==> src/rtl/rx_check_pkg.sv <==
// Shared types, default parameters and helpers for the RX stream checker.
package rx_check_pkg;

   typedef enum logic {
      SEARCH = 1'b0,
      LOCKED = 1'b1
   } chk_state_t;

   localparam int DEF_SYM_W       = 2;
   localparam int DEF_WORD_W      = 8;
   localparam int DEF_CNT_W       = 32;
   localparam int DEF_LOCK_WORDS  = 4;
   localparam int DEF_UNLOCK_ERRS = 4;

   // Widest word the popcount helper accepts; callers zero-extend into it.
   localparam int POP_MAX_W = 256;

   // Number of set bits in v.
   function automatic logic [8:0] popcount(input logic [POP_MAX_W-1:0] v);
      logic [8:0] c;
      c = 9'd0;
      for (int i = 0; i < POP_MAX_W; i++) begin
         c = c + {8'd0, v[i]};
      end
      return c;
   endfunction

endpackage

==> src/rtl/sym_packer.sv <==
// Packs SYM_W-bit symbols MSB-first into WORD_W-bit words. A slip request
// discards the next accepted symbol so the word boundary moves by one symbol.
module sym_packer
   import rx_check_pkg::*;
#(
   parameter int SYM_W  = DEF_SYM_W,
   parameter int WORD_W = DEF_WORD_W
) (
   input  logic              i_clk,
   input  logic              i_rst,
   input  logic              i_in_valid,
   input  logic [SYM_W-1:0]  i_in_data,
   input  logic              i_slip,
   output logic [WORD_W-1:0] o_word_q,
   output logic              o_full_q
);

   localparam int PHASES = WORD_W / SYM_W;
   localparam int PH_W   = $clog2(PHASES);
   localparam logic [PH_W-1:0] PH_LAST = PH_W'(PHASES - 1);
   localparam logic [PH_W-1:0] PH_ONE  = PH_W'(1);

   logic [WORD_W-SYM_W-1:0] r_shift;
   logic [PH_W-1:0]         r_phase;
   logic [WORD_W-1:0]       r_word;
   logic                    r_full;
   logic                    r_slip_pend;
   logic [WORD_W-1:0]       w_next;
   logic                    w_hold;

   // The incoming symbol appended to the symbols already collected.
   assign w_next = {r_shift, i_in_data};
   // A slip raised in the same cycle as a symbol applies to that symbol.
   assign w_hold = r_slip_pend | i_slip;

   // Shift register, phase counter, word capture and pending-slip flag.
   always_ff @(posedge i_clk) begin
      if (!i_rst) begin
         r_shift     <= '0;
         r_phase     <= '0;
         r_word      <= '0;
         r_full      <= 1'b0;
         r_slip_pend <= 1'b0;
      end else begin
         r_full <= 1'b0;
         if (i_in_valid) begin
            r_shift     <= w_next[WORD_W-SYM_W-1:0];
            r_slip_pend <= 1'b0;
            if (w_hold) begin
               r_phase <= r_phase;
            end else if (r_phase == PH_LAST) begin
               r_word  <= w_next;
               r_full  <= 1'b1;
               r_phase <= '0;
            end else begin
               r_phase <= r_phase + PH_ONE;
            end
         end else begin
            r_slip_pend <= w_hold;
         end
      end
   end

   assign o_word_q = r_word;
   assign o_full_q = r_full;

endmodule

==> config.mk <==
export PLATFORM = sky130hd
export DESIGN_NAME = sym_packer
export DESIGN_NICKNAME = d
export VERILOG_FILES = /design/src/rtl/rx_check_pkg.sv /design/src/rtl/sym_packer.sv
export SDC_FILE = /design/constraint.sdc
export NUM_CORES = 1
export LEC_CHECK = 0
export ABC_AREA = 1
export CAP_MARGIN = 40
export CORE_ASPECT_RATIO = 0.9
export CORE_MARGIN = 2
export CORE_UTILIZATION = 25
export CTS_BUF_LIST = sky130_fd_sc_hd__clkbuf_8 sky130_fd_sc_hd__clkbuf_16
export DETAILED_ROUTE_END_ITERATION = 8
export SYNTH_ARGS = -nofsm -noshare
export SYNTH_HDL_FRONTEND = slang
export SYNTH_SLANG_ARGS = --single-unit
==> constraint.sdc <==
create_clock -name i_clk -period 1 [get_ports i_clk]
set_input_delay 0.1 -clock i_clk [delete_from_list [all_inputs] [get_ports i_clk]]
set_output_delay 0.1 -clock i_clk [all_outputs]
set_load 0.03 [all_outputs]
==> results.cfg <==
[run_status]
violations = design-rule violations
outcome = finished, violations left

[setup_path]
crit_required_ns = 1.15
critPathCapture = o_word_q[3]
path_class = register to register
slowest_stage = dfxtp_2
end_kind = register
slowest_delay_ns = 0.33
crit_family = flip-flops
r2r_start = r_phase[0]
crit_buf_inv = 1
worstSetupStartpoint = r_phase[0]
startpoint_type = register
worstPathMaxFanout = 8
ff2ff_path_depth = 4
r2r_end = o_word_q[3]
rrSetupSlack_ns = 0.08
crit_arrival_ns = 1.06
cp_cell_sequence = ha_4, buf_4, nand4_1, nand2_1
cp_num_cells = 4

[cts]
path_clk_slew_ns = 0.07
clk_latency_ns = 0.25
post_cts_buffers = 0
cts.htree.levels = 1
cts_buffers = 3
clock_sinks = 18
cts_hold_buf = 0
cts_tree = yes
cts-root-buf = clkbuf_8
cts.path.max_buffers = 2

[synthesis]
synth_common_cells = dfxtp_1 (18), nand2_1 (15), nand3_1 (13)
ys_warn_count = 0
synth_top_family_by_area = simple AND/OR/NAND/NOR gates
yosysMostFrequentCell = dfxtp_1
synth_area_leaders = dfxtp_1 (53%), nand3_1 (9.6%), nand2_1 (8.3%), nand4_1 (7.4%), inv_1 (5.5%)
syn_inst = 84
synthFlopType = dfxtp_1
synth_top_area_share_pct = 53.1
netlist_area_sq_um = 678
synthAdderAreaFrac_pct = 1.85
synth_top_cell_by_area = dfxtp_1
ys_seq_elements = 18
synth_compound_area_share_pct = 4.80
synth_edf_count = 0
synth_cell_types = 16
synthArstFlopShare_pct = 0
synth_xor_area_share_pct = 0
yosysSeqAreaShare_pct = 53.1
synthMuxAreaShare_pct = 0
synth-simple-area-share_pct = 31.2
syn_avg_cell_area_sq_um = 8.07
synth_nets = 91

[power_and_ir_drop]
ir_drop_mv = 0.659
leakagePower_nw = 0.445
power_density_nw_per_um2 = 1520
power_mw = 1.46

[grt]
grt_pass1_wl_um = 2360
track_usage_pct = 10.3
grt_start_max_net_pins = 11
antenna_found_initial = 0
grt_pass1_vias = 541
grt_overflow = 0

[sta]
period_share_pct = 91.6
hold-worst-slack_ns = 0.256
fin_skew_ns = 0.000832
worst_pin_slew_ns = 0.259
maxSlewHeadroom_pct = 82.7
hold_viol_final = 0
finalSetupTns_ns = 0
setup_violations = 0
rsz0062_at_grt = false
fmax_mhz = 1090
fin_crit_ns = 0.916
slew_viol_final = 0

[route]
routedWlPerCell_um = 11.0
drt-total-wl_um = 1480
first_iter_violations = 11
dr.pass1.iters = 6
vias_per_cell = 4.48
via_count = 605
route.detailed.drc = 1
ant_nets = 0

[die]
die_w_um = 58.9
core_area_sq_um = 2510
dieArea_sq_um = 3150
rows = 17
pin_count = 15
fp.dieH_um = 53.4
initial_utilization_pct = 27.0

[place]
dp_hpwl_um = 1120
place.gp.congestion = 0.785
io_buffers = 14

[min_path]
hp-class = input pin to register
holdCritStartpoint = i_in_valid

[finish]
diodes = 0
layout-area-overhead-vs-synth_pct = 41.7
layout-drive-gt1-share_pct = 26.2
fillers = 266
nNetsFinal = 115

[run]
cap_violations = 0
## worst min path at each step
stage	depth (start not counted)	slack, ns	to
after CTS	2	0.47	o_word_q[2]
after global routing	3	0.28	o_full_q
final	3	0.26	o_full_q
after detailed placement	2	0.46	o_word_q[2]
after global placement	2	0.46	o_word_q[7]
after floorplan	2	0.22	r_shift[0]
## cell type report
| cell class | instances | area (sq um) | share of cell area, % |
|---|---|---|---|
| Sequential cell | 18 | 363 | 37.8 |
| Multi-Input combinational cell | 52 | 287 | 29.8 |
| Timing Repair Buffer | 22 | 180 | 18.8 |
| Clock buffer | 4 | 55.1 | 5.73 |
| Inverter | 11 | 41.3 | 4.30 |
| Tap cell | 28 | 35.0 | 3.65 |
## cell usage in the layout, fill, tap and decap left out
cell type and n:
nand2_1 15, dlymetal6s2s_1 1, o21ai_0 2, buf_4 17
inv_1 10, dfxtp_2 2, o21ai_1 2, nand4_1 8
nand2_2 1, ha_4 1, nor3_1 1, clkdlybuf4s50_1 4
nand3_1 12, nor2_1 6, o22ai_1 2, nand3_4 1
nor2_4 1, clkbuf_8 4, inv_2 1, dfxtp_1 16
## state kept, by name, summed over array words and instances, names as in the netlist
register	cells
o_full_q	1
o_word_q	8
r_phase	2
r_shift	6
r_slip_pend	1
## per-stage QoR
step           worst slack, ns  util, %  instance area (sq um)  std cells
6_report                0.0841     38.3                    961        135
5_1_grt                 0.0297     38.3                    961        135
4_1_cts                 0.0167     37.5                    941        135
3_5_place_dp            -0.194     34.9                    876        131
3_3_place_gp            -0.183     34.9                    876        131
2_1_floorplan           0.0118        -                    683         84
## tightest hold or removal path, cell delays in order
cell	delay (ns)
dlymetal6s2s_1	0.19
nand2_2	0.11
nor3_1	0.05
## routing by layer
layer / part of all wire [%] / vias up / GRT usage, %
met5: 0 / - / 0
li1: - / 326 / -
met3: 5.4 / 2 / 3.42
met2: 47 / 9 / 16.1
met1: 47 / 268 / 12.8
met4: 0.74 / 0 / 4.55
## timing repair
item,4_1_cts,5_1_grt
resized for setup,2,5
setup endpoints to repair,8,16
gates cloned,0,0
## kinds of logic (layout without fill, tap and decap cells)
family | after synthesis | count (layout)
and+or+nand+nor | 45 | 45
DFF | 18 | 18
buffers and inverters | 14 | 37
adders and majority gates | 1 | 1
AOI/OAI and AO/OA | 6 | 6
## where the power goes
group | switching (mW) | internal, mW
logic | 0.0726 | 0.0626
registers | 0.0120 | 0.735
clock network | 0.233 | 0.349
Note: power is estimated with default switching activity, not from simulation.
